`src/rtl/sample_frame_packer_if.sv`:
```
// sample_frame_packer_if: FIFO read port and byte-stream link between the packer and its neighbours.
//   fifo_data_i  : FIFO head word (first-word fall-through), valid while fifo_empty_i=0
//   fifo_empty_i : FIFO empty flag
//   fifo_rd_o    : FIFO read-increment pulse, one per pop
//   tx_data_o    : byte to the serial transmitter
//   tx_valid_o   : tx_data_o valid
//   tx_ready_i   : transmitter accepts the byte this cycle
//   master modport is the packer side, slave modport is the FIFO/transmitter side.
interface sample_frame_packer_if #(
    parameter int DATA_SIZE = 12
);
    logic [DATA_SIZE-1:0] fifo_data_i;
    logic                 fifo_empty_i;
    logic                 fifo_rd_o;
    logic [7:0]           tx_data_o;
    logic                 tx_valid_o;
    logic                 tx_ready_i;
    modport master (input fifo_data_i, fifo_empty_i, tx_ready_i, output fifo_rd_o, tx_data_o, tx_valid_o);
    modport slave (output fifo_data_i, fifo_empty_i, tx_ready_i, input fifo_rd_o, tx_data_o, tx_valid_o);
endinterface

```
`src/rtl/sample_frame_packer.sv`:
```
// sample_frame_packer: pops samples from the read-domain FIFO and emits header/seq/sample/checksum byte frames.
//   clk_i    : read-domain clock
//   rst_i    : asynchronous active-low reset
//   enable_i : permits starting a new frame, sampled only in IDLE
//   busy_o   : high in any state other than IDLE
//   stall_o  : high while waiting in FETCH on an empty FIFO
//   bus      : FIFO read port and valid/ready byte stream (master side)
module sample_frame_packer #(
    parameter int          DATA_SIZE = 12,
    parameter int          FRAME_LEN = 64,
    parameter logic [7:0]  HEADER    = 8'hA5
) (
    input  logic clk_i,
    input  logic rst_i,
    input  logic enable_i,
    output logic busy_o,
    output logic stall_o,
    sample_frame_packer_if.master bus
);
    localparam int CW = (FRAME_LEN > 2) ? $clog2(FRAME_LEN) : 1;
    typedef enum logic [2:0] {IDLE, HDR, SEQ, FETCH, HI, LO, CSUM} state_t;
    state_t      state;
    logic [7:0]  sample_lo;
    logic [CW-1:0] cnt;
    logic [7:0]  csum;
    logic [7:0]  seq;
    logic [7:0]  tx_data;
    logic        tx_valid;
    logic        busy;
    assign bus.fifo_rd_o  = (state == FETCH) && !bus.fifo_empty_i;
    assign stall_o        = (state == FETCH) && bus.fifo_empty_i;
    assign bus.tx_data_o  = tx_data;
    assign bus.tx_valid_o = tx_valid;
    assign busy_o         = busy;
    // tx_data/tx_valid are loaded on the edge that enters each sending state, so they
    // stay stable until the transfer and never depend combinationally on tx_ready_i.
    // Only the low byte of a sample is kept: the high byte goes straight into tx_data.
    always_ff @(posedge clk_i or negedge rst_i) begin
        if (!rst_i) begin
            state     <= IDLE;
            sample_lo <= '0;
            cnt       <= '0;
            csum      <= '0;
            seq       <= '0;
            tx_data   <= '0;
            tx_valid  <= 1'b0;
            busy      <= 1'b0;
        end else begin
            case (state)
                IDLE: if (enable_i && !bus.fifo_empty_i) begin
                    state    <= HDR;
                    tx_data  <= HEADER;
                    tx_valid <= 1'b1;
                    busy     <= 1'b1;
                end
                HDR: if (bus.tx_ready_i) begin
                    state   <= SEQ;
                    tx_data <= seq;
                end
                SEQ: if (bus.tx_ready_i) begin
                    state    <= FETCH;
                    tx_valid <= 1'b0;
                end
                FETCH: if (!bus.fifo_empty_i) begin
                    state     <= HI;
                    sample_lo <= bus.fifo_data_i[7:0];
                    tx_data   <= 8'(bus.fifo_data_i >> 8);
                    tx_valid  <= 1'b1;
                end
                HI: if (bus.tx_ready_i) begin
                    state   <= LO;
                    csum    <= csum + tx_data;
                    tx_data <= sample_lo;
                end
                LO: if (bus.tx_ready_i) begin
                    csum <= csum + tx_data;
                    if (cnt == CW'(FRAME_LEN - 1)) begin
                        state   <= CSUM;
                        tx_data <= csum + tx_data;
                    end else begin
                        state    <= FETCH;
                        cnt      <= cnt + 1'b1;
                        tx_valid <= 1'b0;
                    end
                end
                CSUM: if (bus.tx_ready_i) begin
                    state    <= IDLE;
                    seq      <= seq + 8'd1;
                    cnt      <= '0;
                    csum     <= '0;
                    tx_valid <= 1'b0;
                    busy     <= 1'b0;
                end
                default: state <= IDLE;
            endcase
        end
    end
endmodule

```
`src/flat_wrapper.sv`:
```
// flat-port wrapper written by rule: the top's interface ports become plain ports
module sample_frame_packer_flat 
#(
    parameter int          DATA_SIZE = 12,
    parameter int          FRAME_LEN = 64,
    parameter logic [7:0]  HEADER    = 8'hA5
)
  (clk_i, rst_i, enable_i, busy_o, stall_o, bus_fifo_data_i, bus_fifo_empty_i, bus_tx_ready_i, bus_fifo_rd_o, bus_tx_data_o, bus_tx_valid_o);
  sample_frame_packer_if #(.DATA_SIZE(DATA_SIZE)) bus_i ();
  input  logic clk_i;
  input  logic rst_i;
  input  logic enable_i;
  output logic busy_o;
  output logic stall_o;
  input wire logic [$bits(bus_i.fifo_data_i)-1:0] bus_fifo_data_i;
  input wire logic [$bits(bus_i.fifo_empty_i)-1:0] bus_fifo_empty_i;
  input wire logic [$bits(bus_i.tx_ready_i)-1:0] bus_tx_ready_i;
  output wire logic [$bits(bus_i.fifo_rd_o)-1:0] bus_fifo_rd_o;
  output wire logic [$bits(bus_i.tx_data_o)-1:0] bus_tx_data_o;
  output wire logic [$bits(bus_i.tx_valid_o)-1:0] bus_tx_valid_o;
  assign bus_i.fifo_data_i = bus_fifo_data_i;
  assign bus_i.fifo_empty_i = bus_fifo_empty_i;
  assign bus_i.tx_ready_i = bus_tx_ready_i;
  assign bus_fifo_rd_o = bus_i.fifo_rd_o;
  assign bus_tx_data_o = bus_i.tx_data_o;
  assign bus_tx_valid_o = bus_i.tx_valid_o;
  sample_frame_packer #(.DATA_SIZE(DATA_SIZE), .FRAME_LEN(FRAME_LEN), .HEADER(HEADER)) u_core (.clk_i(clk_i), .rst_i(rst_i), .enable_i(enable_i), .busy_o(busy_o), .stall_o(stall_o), .bus(bus_i));
endmodule
```
`config.mk`:
```
export PLATFORM = sky130hd
export DESIGN_NAME = sample_frame_packer_flat
export DESIGN_NICKNAME = d
export VERILOG_FILES = /design/src/rtl/sample_frame_packer_if.sv /design/src/rtl/sample_frame_packer.sv /design/src/flat_wrapper.sv
export SDC_FILE = /design/constraint.sdc
export NUM_CORES = 1
export LEC_CHECK = 0
export CAP_MARGIN = 25
export CORE_MARGIN = 1.5
export CORE_UTILIZATION = 38
export DETAILED_ROUTE_END_ITERATION = 10
export GPL_TIMING_DRIVEN = 0
export PLACE_DENSITY_LB_ADDON = 0.3
export SETUP_SLACK_MARGIN = 0.05
export SYNTH_ARGS = -nofsm -noshare
export SYNTH_HDL_FRONTEND = slang
export SYNTH_SLANG_ARGS = --single-unit
```
`constraint.sdc`:
```
create_clock -name clk_i -period 3.13 [get_ports clk_i]
set_clock_uncertainty 0.05 [all_clocks]
set_input_delay 0.313 -clock clk_i [delete_from_list [all_inputs] [get_ports clk_i]]
set_output_delay 0.313 -clock clk_i [all_outputs]
set_load 0.01 [all_outputs]
```
==> results of run 1 <==
power groups by stage:
stage | sequential (mW) | combinational (mW) | clock (mW)
floorplan | 0.899 | 1.01 | 0
global placement | 0.914 | 1.37 | 0
detailed placement | 0.923 | 1.40 | 0
CTS | 0.912 | 1.41 | 0.432
global route | 0.938 | 1.54 | 0.452
finish | 0.908 | 1.40 | 0.417
Yosys cell counts, types with 2 or more instances:
cell type  number  area share
a21o_1          2      0.0061
a21oi_1        21       0.043
a22o_1          7       0.025
a22oi_1         4       0.012
buf_2           3      0.0061
buf_6           4       0.018
dfrtp_1        43        0.44
ha_1            9       0.046
inv_1           5      0.0076
mux2_2         10       0.046
mux2i_1         3       0.012
nand2_1        18       0.027
nand2_2         2      0.0051
nand2b_1        4       0.010
nand3_1         7       0.014
nand4_1         2      0.0051
nor2_1         26       0.040
nor2b_1         4       0.010
nor3_1          3      0.0061
o21a_1          2      0.0061
o21ai_0        14       0.028
o21ai_2         5       0.018
o21bai_1        2      0.0061
o22ai_1         7       0.018
or2_2           2      0.0051
xnor2_1        12       0.043
xor2_1          4       0.014
sequential cells by signal, summed over array words and instances (netlist names):
name / count
u_core.bus.tx_data_o: 8
u_core.csum: 8
u_core.sample_lo: 8
u_core.seq: 8
u_core.cnt: 6
u_core.state: 3
u_core.bus.tx_valid_o: 1
u_core.busy_o: 1
critical path: stages, from the launching register on:
cell	delay [ps]
dfrtp_1	440
buf_6	170
inv_1	80
nand3_1	140
nor2_2	460
clkdlybuf4s50_1	640
area by class of cell:
type | count | area (sq um)
Buffer | 10 | 75.1
Fill cell | 619 | 3350
Multi-Input combinational cell | 189 | 1300
Timing Repair Buffer | 29 | 295
Tap cell | 77 | 96.3
Sequential cell | 43 | 1080
Inverter | 5 | 18.8
Clock inverter | 1 | 30.0
Clock buffer | 6 | 72.6
metrics by stage:
stage	util	power, mW	instance area (sq um)
after floorplan	-	1.91	2470
after global placement	0.449	2.29	2830
after detailed placement	0.451	2.32	2850
after CTS	0.469	2.75	2960
after global routing	0.469	2.94	2960
final	0.469	2.73	2960
layer usage:
| layer | vias to the layer above | part of all wire |
|---|---|---|
| li1 | 966 | - |
| met4 | 0 | 0.0043 |
| met2 | 40 | 0.46 |
| met3 | 2 | 0.038 |
| met5 | - | 0 |
| met1 | 930 | 0.50 |
cells by family after synthesis:
family                     after synthesis
DFF                                     43
and+or+nand+nor                         76
AOI/OAI and AO/OA                       74
buffers and inverters                   15
adders and majority gates               10
xor gates and xnor gates                16
muxes                                   13
timing repair:
action                                 in CTS  in global routing
setup buffers                               0                  0
hold buffers                                1                  0
endpoints found under the hold margin      18                  0
final timing paths:
path	from	end	slack, ps	cells past startpoint
max	u_core.state[2]$_DFFE_PN0P_	bus_fifo_rd_o	530	5
min	bus_tx_ready_i	u_core.state[1]$_DFFE_PN0P_	270	3
max reg2reg	u_core.bus.tx_data_o[0]$_DFFE_PN0P_	u_core.bus.tx_data_o[4]$_DFFE_PN0P_	950	8
min reg2reg	u_core.seq[7]$_DFFE_PN0P_	u_core.seq[7]$_DFFE_PN0P_	430	1
max in group asynchronous	rst_i	u_core.sample_lo[0]$_DFFE_PN0P_	2070	3
min in group asynchronous	rst_i	u_core.csum[4]$_DFFE_PN0P_	460	2
==> impl_summary.log, run 1 <==
[metrics] buffer cell driving the clock tree root: clkbuf_8
[metrics] Clock Tree Buf Depth: 2
[metrics] DP Cell Count: approximately 350
[metrics] Min Hold Slack: approximately 270 ps
[metrics] Max rail drop VDD: approximately 0.00041 V
[metrics] count of instances resized after the clock tree is built: 0
[metrics] number of top-level pins: 29
[metrics] number of buffers added by the clock tree synthesis step: 5
[metrics] xor/xnor cell area share of the yosys netlist: 0.0568
[metrics] final global-route overflow total: 0
[metrics] via count: 1938
[metrics] ANT nets after route: 0
[metrics] most frequent standard cell in the layout excluding fill and tap cells: dfrtp_1
[metrics] crit path launch type: flip-flop
[metrics] DRT Wirelength: about 5400 um
[metrics] pre-CTS setup slack: between 800 and 900 ps
[metrics] cell internal power dissipation: between 1.5 and 2 mW
[metrics] TritonCTS sink count: 43
[metrics] Die ar.: about 0.007 sq mm
[metrics] number of H-tree branching levels: 2
[metrics] power density normalized to cell area: between 900 and 1000 mW/mm^2
[metrics] share of total power in combinational logic: 0.514
[metrics] Tot GR Track Use: 0.158
[metrics] syn nets: roughly 270
[metrics] met1 usage: 0.228
[metrics] vias per inst: 5.38
[metrics] relative slew slack: 0.611
[metrics] part of the total power dissipated in sequential elements: 0.333
[metrics] latest clock arrival within the worst-skew pair: about 290 ps
[metrics] cell area after synthesis: 0.00247 sq mm
[metrics] arrival time of the worst setup path: around 2200 ps
[metrics] post-synthesis adder-cell area fraction: 0.0538
[metrics] final standard cell count with taps included and fillers excluded: 360
[metrics] type of the worst min-delay path: in2reg
[metrics] Routed WL per cell: roughly 15 um
[metrics] largest net degree at the start of global routing: 26
[metrics] starting density of the core: 0.391
[metrics] slew of the pin with the lowest slew margin: 582 ps
[metrics] count of state elements after synthesis: between 40 and 50
[metrics] net switching power figure: ~1.1 mW
[metrics] post-synthesis mux area share: 0.0578
[metrics] met2 demand-to-capacity share in global routing: 0.247
[metrics] detailed placer's ending HPWL: 4080 um
[metrics] Die Wd: approximately 84 um
[metrics] Post-Synth Simple-Gate Area: 0.151
[metrics] total core area: 0.00631 sq mm
[metrics] detailed router's first-iteration violation count: about 120
[metrics] number of violations of the max-capacitance limit: 0
[metrics] count of unresolved DRC violations after routing: 0
[metrics] average cell area after synthesis: 9.98 sq um
[metrics] clock tree from TritonCTS: yes
[metrics] count of TritonRoute iterations in the first routing pass: 4
[metrics] minimum setup slack in the final design: approximately 530 ps
[metrics] highest-utilization routing layer at the global route stage: met2
[metrics] Warnings, synthesis: 0
[metrics] final-layout setup total negative slack: 0 ps
[metrics] Max FO, Critical Path: 10
[metrics] number of unique standard cell types used by synthesis: roughly 50
[metrics] CP Capture Type: output port
[metrics] GR Layer Usage met3: 0.0317
[metrics] vias in the first global route: 1884
[metrics] share of the clock period used by the worst path after layout: 0.830
[metrics] standard-cell rows: 29
[metrics] sequential-to-total area share from yosys stat: 0.436
[metrics] min Tclk post-route: 2600 ps
[metrics] required time reported for the critical path endpoint: about 2800 ps
[metrics] highest-count cells in the layout ignoring fill and taps: dfrtp_1, nor2_1, clkdlybuf4s50_1
[metrics] RSZ-0062 raised after global routing: no
[metrics] initial antenna violation count: 0
[metrics] number of diodes: 0
[metrics] Clk pwr share: 0.153
[metrics] post-CTS clock slew at the launch and capture registers of the worst setup and hold paths: roughly 80 ps
[metrics] area fraction in compound gates after synthesis: 0.206
[metrics] height of the die: between 80 and 90 um
[metrics] outcome: completed
[metrics] total of buffers placed on input and output ports: 27
[metrics] proportion of layout cells with a drive suffix above 1: 0.152
[metrics] number of max-slew violations in the final report: 0
[metrics] combinational family with the most area after synthesis: compound AO/OA/AOI/OAI gates
[metrics] upper clock frequency limit: roughly 390 MHz
[metrics] share of flip-flops with an asynchronous set or reset after synthesis: 1.00
[metrics] Nets: between 300 and 400
[metrics] number of flops mapped to enable cells by yosys: 0
[metrics] global-route wire length before repair: 9020 um
[metrics] predominant post-synthesis flop cell: dfrtp_1
[metrics] LEAKAGE: ~1.2 nW
[metrics] GPL Wtd Cong: between 0.7 and 0.8
[metrics] critical setup path kind: reg2out
[metrics] total count of hold-check failures in the final report: 0
[metrics] P&R area growth vs syn: 20.0%
[metrics] count of mapped cells out of synthesis: approximately 250
[metrics] switching share of power: 0.399
[metrics] final setup vio count: 0
No activity file was read; power rests on OpenSTA's default activity.
==> run 2: changes to the inputs <==
Clock period 3.13 ns to 2.2 ns, I/O delays scaled along.
==> run 2 against run 1 <==
Wire length is 3.8% higher. Sequential power is 43% higher. Via count is 1.7% higher. Core utilization is 1.1 points higher. Global-route usage is 0.31 points higher. Power is 47% higher. Hold slack worse by 94 ps. Critical path type is now reg2reg. Critical endpoint is now u_core.bus.tx_data_o[4]$_DFFE_PN0P_.
==> impl_summary.log, run 2 (synthesis gave the netlist of run 1 again) <==
[metrics] worst stage delay on the critical path: 410 ps (was 640 ps)
[metrics] post-route cell area: 0.00303 sq mm (was 0.00296 sq mm)
[metrics] P&R area growth vs syn: 22.8% (was 20.0%)
[metrics] number of diodes: 0 (unchanged)
[metrics] Die ar.: 0.00698 sq mm (unchanged)
[metrics] DRT Wirelength: 5620 um (was 5410 um)
[metrics] number of top-level pins: 29 (unchanged)
[metrics] outcome: completed (unchanged)
[metrics] Reg-to-Reg Start: u_core.bus.tx_data_o[0]$_DFFE_PN0P_ (unchanged)
[metrics] final standard cell count with taps included and fillers excluded: 362 (was 360)
[metrics] proportion of layout cells with a drive suffix above 1: 0.200 (was 0.152)
[metrics] area post-placement: 0.00285 sq mm (unchanged)
[metrics] starting density of the core: 0.391 (unchanged)
[metrics] latest clock arrival within the worst-skew pair: 290 ps (about the same)
[metrics] filler instances: 619 (unchanged)
[metrics] buffer cell driving the clock tree root: clkbuf_8 (unchanged)
[metrics] critical setup path kind: reg2reg (was reg2out)
[metrics] logic depth of the worst setup path including buffers: 8 (was 5)
[metrics] share of the clock period used by the worst path after layout: 0.952
[metrics] final standard cell utilization of the core: 0.480 (was 0.469)
[metrics] detailed router's first-iteration violation count: 103 (was 117)
[metrics] RSZ-0062 raised after global routing: yes (was no)
[metrics] initial antenna violation count: 0 (unchanged)
[metrics] min Tclk post-route: between 2000 and 2500 ps
[metrics] slew of the pin with the lowest slew margin: 579 ps (was 582 ps)
[metrics] crit path launch type: flip-flop (unchanged)
[metrics] final setup vio count: 0 (unchanged)
[metrics] Crit. Startpoint: u_core.bus.tx_data_o[0]$_DFFE_PN0P_ (was u_core.state[2]$_DFFE_PN0P_)
[metrics] GPL Wtd Cong: 0.770 (unchanged)
[metrics] Nets: 312 (was 310)
[metrics] CP Capture Type: flip-flop (was output port)
[metrics] number of max-slew violations in the final report: 0 (unchanged)
[metrics] endpoint of the worst register-to-register path: u_core.bus.tx_data_o[4]$_DFFE_PN0P_ (unchanged)
[metrics] detailed placer's ending HPWL: 4080 um (unchanged)
[metrics] number of buffers added by the clock tree synthesis step: 5 (unchanged)
[metrics] number of cells traversed by the worst register-to-register path: 8 (unchanged)
[metrics] standard-cell rows: 29 (unchanged)
[metrics] total core area: 0.00631 sq mm (unchanged)
[metrics] type of the worst min-delay path: in2reg (unchanged)
[metrics] TritonCTS sink count: 43 (unchanged)
[metrics] LEAKAGE: 1.28 nW (was 1.25 nW)
[metrics] final global-route overflow total: 0 (unchanged)
[metrics] worst-path cell with the longest stage delay: dfrtp_1 (was clkdlybuf4s50_1)
[metrics] Storage cell area: 0.00108 sq mm (about the same)
[metrics] vias per inst: 5.44 (was 5.38)
[metrics] Tot GR Track Use: 0.161 (was 0.158)
[metrics] Multi-input gate area: 0.00134 sq mm (was 0.00130 sq mm)
[metrics] most frequent standard cell in the layout excluding fill and tap cells: dfrtp_1 (unchanged)
[metrics] Max FO, Critical Path: 3 (was 10)
[metrics] count of unresolved DRC violations after routing: 0 (unchanged)
[metrics] Critical Path, Cell by Cell: ha_2 -> fa_2 -> a21o_1 -> a21oi_2 -> xnor2_2 -> mux2i_1 -> a21oi_1 -> a22o_1 (was buf_6 -> inv_1 -> nand3_1 -> nor2_2 -> clkdlybuf4s50_1)
[metrics] Die Wd: 83.6 um (unchanged)
[metrics] highest-count cells in the layout ignoring fill and taps: dfrtp_1, nor2_1, clkdlybuf4s50_1 (unchanged)
[metrics] height of the die: 83.6 um (unchanged)
[metrics] via count: 1971 (was 1938)
[metrics] total of buffers placed on input and output ports: 27 (unchanged)
[metrics] reg-to-reg setup timing slack: 110 ps (was 950 ps)
[metrics] count of TritonRoute iterations in the first routing pass: 4 (unchanged)
[metrics] clock tree from TritonCTS: yes (unchanged)
[metrics] power density normalized to cell area: 1320 mW/mm^2 (was 921 mW/mm^2)
[metrics] Clock Tree Buf Depth: 2 (unchanged)
[metrics] Routed WL per cell: 15.5 um (was 15.0 um)
[metrics] total count of hold-check failures in the final report: 0 (unchanged)
[metrics] upper clock frequency limit: 477 MHz
[metrics] global-route wire length before repair: 9160 um (was 9020 um)
[metrics] Max rail drop VDD: 0.000650 V (was 0.000414 V)
[metrics] Buf/Inv on CP: 0 (was 3)
[metrics] largest net degree at the start of global routing: 26 (unchanged)
[metrics] arrival time of the worst setup path: 2230 ps (about the same)
[metrics] post-CTS clock slew at the launch and capture registers of the worst setup and hold paths: 80 ps (about the same)
[metrics] Hold Path Depth: 3 (unchanged)
[metrics] required time reported for the critical path endpoint: 2340 ps (was 2770 ps)
[metrics] kind of cell with the highest combined delay on the critical path: compound AO/OA/AOI/OAI gates (was buffers and inverters)
[metrics] vias in the first global route: 1901 (was 1884)
[metrics] critical path endpoint: u_core.bus.tx_data_o[4]$_DFFE_PN0P_ (was bus_fifo_rd_o)
[metrics] DP Cell Count: 352 (unchanged)
[metrics] relative slew slack: 0.612 (was 0.611)
[metrics] number of violations of the max-capacitance limit: 0 (unchanged)
[metrics] ANT nets after route: 0 (unchanged)
[metrics] number of H-tree branching levels: 2 (unchanged)
[run 2: worst min path at each step]
| stage | startpoint | endpoint | slack (ps) |
|---|---|---|---|
| 2_1_floorplan | rst_i | u_core.bus.tx_data_o[0]$_DFFE_PN0P_ | -130 |
| 3_3_place_gp | u_core.seq[7]$_DFFE_PN0P_ | u_core.seq[7]$_DFFE_PN0P_ | 410 |
| 3_5_place_dp | rst_i | u_core.csum[5]$_DFFE_PN0P_ | 160 |
| 4_1_cts | bus_tx_ready_i | u_core.state[1]$_DFFE_PN0P_ | 170 |
| 5_1_grt | bus_tx_ready_i | u_core.state[1]$_DFFE_PN0P_ | 200 |
| 6_report | bus_tx_ready_i | u_core.state[1]$_DFFE_PN0P_ | 180 |
[run 2: routing by layer]
metal	track usage	share of wire	vias up
li1	-	-	971
met1	0.234	0.49	957
met2	0.251	0.47	39
met3	0.0297	0.033	4
met4	0.0343	0.0098	0
met5	0	0	-
[run 2: layout make-up]
type	count	share of cell area
flip-flops and latches	43	0.356
repair buffers	31	0.103
well taps	77	0.0318
clock inverters	1	0.00992
plain buffers	10	0.0248
inverters	5	0.00620
multi-input cells	189	0.444
clock buffers	6	0.0240
[run 2: timing repair]
item                       4_1_cts  5_1_grt
buffers inserted                 1        1
pin swaps                        2        5
hold buffers                     1        0
hold endpoints to repair        18        0
gates resized for setup          2       14
setup endpoints to repair        3        5
[run 2: power breakdown]
| group | internal, mW | leakage [nW] | switching [mW] |
|---|---|---|---|
| Sequential | 1.07 | 0.540 | 0.226 |
| Combinational | 0.978 | 0.686 | 1.12 |
| Clock | 0.333 | 0.0513 | 0.263 |
| Total | 2.38 | 1.28 | 1.61 |
[run 2: stage by stage]
| step | hold slack (ps) | power (mW) | worst slack (ps) | setup TNS, ps |
|---|---|---|---|---|
| 5_1_grt | 198 | 4.29 | 9.22 | 0 |
| 2_1_floorplan | -126 | 2.71 | 161 | 0 |
| 6_report | 177 | 4.00 | 105 | 0 |
| 3_3_place_gp | 415 | 3.25 | -417 | -17850 |
| 3_5_place_dp | 158 | 3.31 | -8.92 | -8.92 |
| 4_1_cts | 168 | 3.93 | 13.8 | 0 |
[run 2: worst reg2reg max path: stages (launching register included)]
cell     delay [ps]
dfrtp_1         410
ha_2            210
fa_2            390
a21o_1          190
a21oi_2         180
xnor2_2         100
mux2i_1         160
a21oi_1          80
a22o_1          210
==> run 3: changes to the inputs <==
--- a/config.mk
+++ b/config.mk
@@ -8,4 +8,6 @@
 export CAP_MARGIN = 25
+export CELL_PAD_IN_SITES_DETAIL_PLACEMENT = 0
+export CELL_PAD_IN_SITES_GLOBAL_PLACEMENT = 2
 export CORE_MARGIN = 1.5
-export CORE_UTILIZATION = 38
+export CORE_UTILIZATION = 32
 export DETAILED_ROUTE_END_ITERATION = 10
==> constraint.sdc (replaced) <==
create_clock -name clk_i -period 2.2 [get_ports clk_i]
set_clock_uncertainty 0.05 [all_clocks]
set_input_delay 0.44 -clock clk_i [delete_from_list [all_inputs] [get_ports clk_i]]
set_output_delay 0.44 -clock clk_i [all_outputs]
set_load 0.01 [all_outputs]
==> run 3 against run 2 <==
Critical path depth stayed put. Maximum frequency is 1.4% higher. Wire length is 4.5% higher. Register-to-register slack better by 30 ps. Sequential power hardly changed. Core utilization is 6.2 points lower. Sequential cell count stayed put. Combinational power is 2% higher. Power is 1.6% higher. Critical path type unchanged. Highest routed layer unchanged.
==> impl_summary.log, run 3 (synthesis gave the netlist of run 1 again) <==
[metrics] slew of the pin with the lowest slew margin: 567 ps (was 579 ps)
[metrics] RSZ-0062 raised after global routing: yes (unchanged)
[metrics] worst-path cell with the longest stage delay: dfrtp_1 (unchanged)
[metrics] post-CTS clock slew at the launch and capture registers of the worst setup and hold paths: 90 ps (was 80 ps)
[metrics] standard-cell rows: 31 (was 29)
[metrics] number of H-tree branching levels: 2 (unchanged)
[metrics] Critical Path, Cell by Cell: ha_4 -> fa_2 -> a21o_1 -> a21oi_2 -> xnor2_2 -> mux2i_1 -> a21oi_2 -> a22o_1 (was ha_2 -> fa_2 -> a21o_1 -> a21oi_2 -> xnor2_2 -> mux2i_1 -> a21oi_1 -> a22o_1)
[metrics] number of max-slew violations in the final report: 0 (unchanged)
[metrics] number of violations of the max-capacitance limit: 0 (unchanged)
[metrics] ANT nets after route: 0 (unchanged)
[metrics] proportion of layout cells with a drive suffix above 1: 0.205 (was 0.200)
[metrics] min Tclk post-route: 2070 ps (was 2090 ps)
[metrics] endpoint of the worst register-to-register path: u_core.bus.tx_data_o[4]$_DFFE_PN0P_ (unchanged)
[metrics] via count: 1933 (was 1971)
[metrics] minimum setup slack in the final design: 134 ps (was 105 ps)
[metrics] most frequent standard cell in the layout excluding fill and tap cells: dfrtp_1 (unchanged)
[metrics] number of diodes: 0 (unchanged)
[metrics] power density normalized to cell area: 1320 mW/mm^2 (about the same)
[metrics] clock tree from TritonCTS: yes (unchanged)
[metrics] relative slew slack: 0.621 (was 0.612)
[metrics] global-route wire length before repair: 9840 um (was 9160 um)
[metrics] overall power consumption: 4.06 mW (was 4.00 mW)
[metrics] crit path launch type: flip-flop (unchanged)
[metrics] count of TritonRoute iterations in the first routing pass: 4 (unchanged)
[metrics] required time reported for the critical path endpoint: 2350 ps (was 2340 ps)
[metrics] P&R area growth vs syn: 24.8% (was 22.8%)
[metrics] Clock Tree Buf Depth: 2 (unchanged)
[metrics] DRT Wirelength: 5870 um (was 5620 um)
[metrics] largest net degree at the start of global routing: 28 (was 26)
[metrics] CP Capture Type: flip-flop (unchanged)
[metrics] reg-to-reg setup timing slack: 130 ps (was 110 ps)
[metrics] final setup vio count: 0 (unchanged)
[metrics] Routed WL per cell: 15.2 um (was 15.5 um)
[metrics] share of the clock period used by the worst path after layout: 0.939 (was 0.952)
[metrics] Max FO, Critical Path: 3 (unchanged)
[metrics] detailed placer's ending HPWL: 4410 um (was 4080 um)
[metrics] number of top-level pins: 29 (unchanged)
[metrics] number of cells traversed by the worst register-to-register path: 8 (unchanged)
[metrics] filler instances: 761 (was 619)
[metrics] Reg-to-Reg Start: u_core.csum[0]$_DFFE_PN0P_ (was u_core.bus.tx_data_o[0]$_DFFE_PN0P_)
[metrics] height of the die: 90.8 um (was 83.6 um)
[metrics] count of unresolved DRC violations after routing: 0 (unchanged)
[metrics] pre-CTS setup slack: -369 ps (was -8.92 ps)
[metrics] Die Wd: 90.8 um (was 83.6 um)
[metrics] total core area: 0.00737 sq mm (was 0.00631 sq mm)
[metrics] TritonCTS sink count: 43 (unchanged)
[metrics] Die ar.: 0.00824 sq mm (was 0.00698 sq mm)
[metrics] GPL Wtd Cong: 0.769 (was 0.770)
[metrics] worst stage delay on the critical path: 420 ps (was 410 ps)
[metrics] initial antenna violation count: 0 (unchanged)
[metrics] critical setup path kind: reg2reg (unchanged)
[metrics] type of the worst min-delay path: in2async (was in2reg)
[metrics] total count of hold-check failures in the final report: 0 (unchanged)
[metrics] outcome: completed (unchanged)
[metrics] number of buffers added by the clock tree synthesis step: 5 (unchanged)
[metrics] buffer cell driving the clock tree root: clkbuf_8 (unchanged)
[metrics] total of buffers placed on input and output ports: 27 (unchanged)
[metrics] Nets: 314 (was 312)
[metrics] vias per inst: 4.99 (was 5.44)
[metrics] detailed router's first-iteration violation count: 90 (was 103)
[metrics] highest-count cells in the layout ignoring fill and taps: dfrtp_1, nor2_1, clkdlybuf4s50_1 (unchanged)
[metrics] Tot GR Track Use: 0.151 (was 0.161)
[metrics] most used cell, CP: a21oi_2
[metrics] DP Cell Count: 374 (was 352)
[metrics] vias in the first global route: 1899 (was 1901)
[metrics] arrival time of the worst setup path: 2210 ps (was 2230 ps)
[metrics] starting density of the core: 0.335 (was 0.391)
[metrics] LEAKAGE: 1.30 nW (was 1.28 nW)
[metrics] final-layout setup total negative slack: 0 ps (unchanged)
[metrics] Max rail drop VDD: 0.000474 V (was 0.000650 V)
[metrics] final global-route overflow total: 0 (unchanged)
[metrics] latest clock arrival within the worst-skew pair: 300 ps (was 290 ps)
[metrics] final standard cell count with taps included and fillers excluded: 387 (was 362)
[metrics] upper clock frequency limit: 484 MHz (was 477 MHz)
[run 3: changes by cell type in the layout (fill, tap and decap cells not counted), moves of 2 or more]
cell | before | now
buf_4 | 3 | 7
dlygate4sd2_1 | 0 | 3
clkdlybuf4s50_1 | 25 | 23
dfrtp_1 | 41 | 43
dfrtp_2 | 2 | 0
ha_2 | 2 | 0
[run 3: metrics by stage]
stage	area (sq um)	hold WS [ps]	utilization
finish	3080	12.4	0.418
global route	3080	38.5	0.418
detailed placement	2880	357	0.390
CTS	3020	24.6	0.410
global placement	2860	417	0.388
floorplan	2470	94.4	-
[run 3: power breakdown]
part | leakage, nW | switching (mW) | internal, mW
sequential | 0.543 | 0.215 | 1.07
clock | 0.0581 | 0.295 | 0.338
combinational | 0.695 | 1.14 | 1.00
[run 3: area by class of cell]
type / instances / area, sq um / area share
plain buffers: 10 / 77.6 / 0.0252
well taps: 99 / 124 / 0.0402
flip-flops and latches: 43 / 1080 / 0.350
clock buffers: 5 / 68.8 / 0.0224
clock inverters: 3 / 43.8 / 0.0142
repair buffers: 33 / 319 / 0.104
multi-input cells: 189 / 1350 / 0.439
inverters: 5 / 18.8 / 0.00610
[run 3: how the worst max path moves through the flow]
stage | start | to | slack, ps
CTS | u_core.bus.tx_data_o[0]$_DFFE_PN0P_ | u_core.bus.tx_data_o[6]$_DFFE_PN0P_ | 70
global placement | rst_i | u_core.bus.tx_data_o[1]$_DFFE_PN0P_ | -620
detailed placement | bus_fifo_empty_i | bus_fifo_rd_o | -370
finish | u_core.csum[0]$_DFFE_PN0P_ | u_core.bus.tx_data_o[4]$_DFFE_PN0P_ | 130
global route | u_core.bus.tx_data_o[0]$_DFFE_PN0P_ | u_core.bus.tx_data_o[4]$_DFFE_PN0P_ | 20
floorplan | u_core.bus.tx_data_o[0]$_DFFE_PN0P_ | u_core.bus.tx_data_o[6]$_DFFE_PN0P_ | 160
[run 3: timing repair]
action                                  4_1_cts  5_1_grt
pin swaps                                     2        8
setup buffers                                 3        2
gates resized for setup                       8        9
hold buffers                                  0        0
endpoints found under the setup margin        4        4
[run 3: worst max-delay path, delay by kind of cell, from the launching register on]
kind            cells  cell delay (ps)
fa+ha+maj           2              570
compound gates      4              630
mux                 1              180
xor+xnor            1              120
flops               1              420
[run 3: per-layer routing]
metal  GRT usage  part of all wire  wire length [um]  vias to the layer above
met5           0                 0                 0                        -
met4      0.0352            0.0087                51                        0
met3      0.0303             0.033               191                        5
met2       0.249              0.47              2750                       42
met1       0.204              0.49              2880                      917
li1            -                 -                 -                      969
==> variant, RTL diff (config.mk and constraints of run 3) <==
`FRAME_LEN` is set to 64 in 2 places; all go to 32.
--- a/src/rtl/sample_frame_packer.sv
+++ b/src/rtl/sample_frame_packer.sv
@@ -9,3 +9,3 @@
     parameter int          DATA_SIZE = 12,
-    parameter int          FRAME_LEN = 64,
+    parameter int          FRAME_LEN = 32,
     parameter logic [7:0]  HEADER    = 8'hA5
--- a/src/flat_wrapper.sv
+++ b/src/flat_wrapper.sv
@@ -4,3 +4,3 @@
     parameter int          DATA_SIZE = 12,
-    parameter int          FRAME_LEN = 64,
+    parameter int          FRAME_LEN = 32,
     parameter logic [7:0]  HEADER    = 8'hA5
Function: same outputs for any inputs over 10 cycles, from zero or initial values and one cycle with rst_i low; that may be too few to reach the edited logic, so the function may still have changed.
==> variant against run 3 <==
Final area shrank 2.1%. Power down 2.9%. Worst setup slack got worse by 0.012 ns. Routed wire length up 2.6%. Sequential cell count fell by 1. Critical path type unchanged. Area after synthesis decreased by 2.7%. Hold slack better by 0.41 ns.
==> variant: results (changes against run 3) <==
metric;value;unit;change
met1_length;2920;um;was 2880 um
vias_per_cell;5.17;;was 4.99
routed_wl;6020;um;was 5870 um
grt_pass1_vias;1872;;was 1,899
synth_flop_cell;dfrtp_1;;unchanged
synth_commonest_cells;dfrtp_1, nand2_1, a21oi_1, nor2_1, o21ai_0;;was dfrtp_1, nor2_1, a21oi_1
route.met3.wl;187;um;was 191 um
use_met2;26.4;%;was 24.9%
dpl_cell_area;0.00282;mm^2;was 0.00288 mm^2
synth.distinct_cells;51;;was 49
worstHoldPathType;flip-flop to flip-flop;;was input port to async pin
final_nets;307;;was 314
grt_max_degree;34;;was 28
ys_async_sr_fraction;100;%;unchanged
grt_pass1_wl;9950;um;was 9840 um
ys_top_cells_by_area;dfrtp_1, ha_1, mux2_2;;unchanged
critPathArrivalTime;2.24;ns;was 2.21 ns
layout-drive-gt1-share;17.2;%;was 20.5%
grt.total_usage;16.8;%;was 15.1%
worst_slack;0.121;ns;was 0.134 ns
setup.worst_path.start;u_core.bus.tx_data_o[1];;was u_core.csum[0]
syn-num-nets;267;;was 274
tightest_slew;0.568;ns;was 0.567 ns
crit_fanout;4;;was 3
use_met3;3.29;%;was 3.03%
numCtsBuffers;5;;unchanged
routed-wl-met2;2870;um;was 2750 um
dp_slack;-0.534;ns;was -0.369 ns
yosysSeqAreaShare;43.8;%;was 43.6%
io_buffer_count;28;;was 27
status;finished clean;;unchanged
met1_usage;23.9;%;was 20.4%
fillCellCount;742;;was 761
place_hpwl;4380;um;was 4410 um
vdd.ir_drop.worst;0.559;mV;was 0.474 mV
first_iter_violations;143;;was 90
gp_congestion;0.799;;was 0.769
leakage;1.26;nW;was 1.30 nW
[variant: cell types whose count changed in the layout (fill, tap and decap cells not counted), sizes merged, moves of 2 or more]
| cell | before | now |
|---|---|---|
| a21oi | 21 | 17 |
| a22oi | 4 | 8 |
| and3 | 1 | 5 |
| buf | 16 | 11 |
| clkbuf | 6 | 11 |
| clkinv | 2 | 0 |
| inv | 5 | 9 |
| mux2i | 3 | 1 |
| nor2 | 28 | 17 |
| nor3 | 4 | 2 |
| o21ai | 20 | 15 |
| o22ai | 7 | 5 |
| o32a | 0 | 2 |
| xnor2 | 12 | 9 |
[variant: critical path, cell delays in order, from the launching register on]
cell and delay [ns]:
dfrtp_2 0.45, ha_1 0.33, a211oi_2 0.32, o31ai_4 0.11, and4b_1 0.22, or3_1 0.34
a22oi_1 0.16
[variant: metrics by stage]
step           util, %  std cells  power [W]  setup TNS (ns)  hold slack (ns)
5_1_grt           41.5        378    0.00429               0            0.456
6_report          41.5        378    0.00394               0            0.425
4_1_cts           40.9        378    0.00390               0            0.430
3_5_place_dp      38.8        367    0.00329           -3.16            0.291
2_1_floorplan        -        239    0.00268               0           0.0944
3_3_place_gp      38.6        366    0.00328          -31.27            0.418
[variant: final cells by class]
type,count,area share (%)
Multi-Input combinational cell,177,44.0
Sequential cell,42,34.9
Clock buffer,6,2.41
Clock inverter,1,0.249
Inverter,9,1.20
Timing Repair Buffer,33,10.8
Buffer,11,2.28
Tap cell,99,4.11
[variant: path summary, 6_finish.rpt]
path | end | cells after the start
worst max-delay path | u_core.csum[7] | 6
worst min-delay path | u_core.seq[7] | 1
worst max register to register | u_core.csum[7] | 6
worst min register to register | u_core.seq[7] | 1
max in group asynchronous | u_core.sample_lo[6] | 3
min in group asynchronous | u_core.bus.tx_valid_o | 2
[variant: cells by family (layout without fill, tap and decap cells)]
| kind of cell | after synthesis | after routing | share of synthesized area [%] |
|---|---|---|---|
| AND/OR/NAND/NOR | 71 | 71 | 15.0 |
| AO/OA/AOI/OAI | 69 | 69 | 20.3 |
| flip-flops | 42 | 42 | 43.8 |
| buffers and inverters | 20 | 60 | 4.17 |
| XOR/XNOR | 14 | 14 | 5.11 |
| adder cells (fa/ha/maj) | 12 | 12 | 6.47 |
| multiplexers | 11 | 11 | 5.11 |
[variant: power breakdown]
| part | internal, W | switching [W] | total (W) |
|---|---|---|---|
| Clock | 0.000218 | 0.000279 | 0.000497 |
| Combinational | 0.00102 | 0.00115 | 0.00217 |
| Sequential | 0.00106 | 0.000217 | 0.00127 |
| Total | 0.00229 | 0.00165 | 0.00394 |
[variant: repair_timing]
action                                  in CTS  in global routing
hold buffers                                 1                  0
pin swaps                                    3                  1
buffers inserted                             3                  0
hold endpoints to repair                     9                  0
endpoints found under the setup margin      10                 11
gates resized for setup                     13                 12
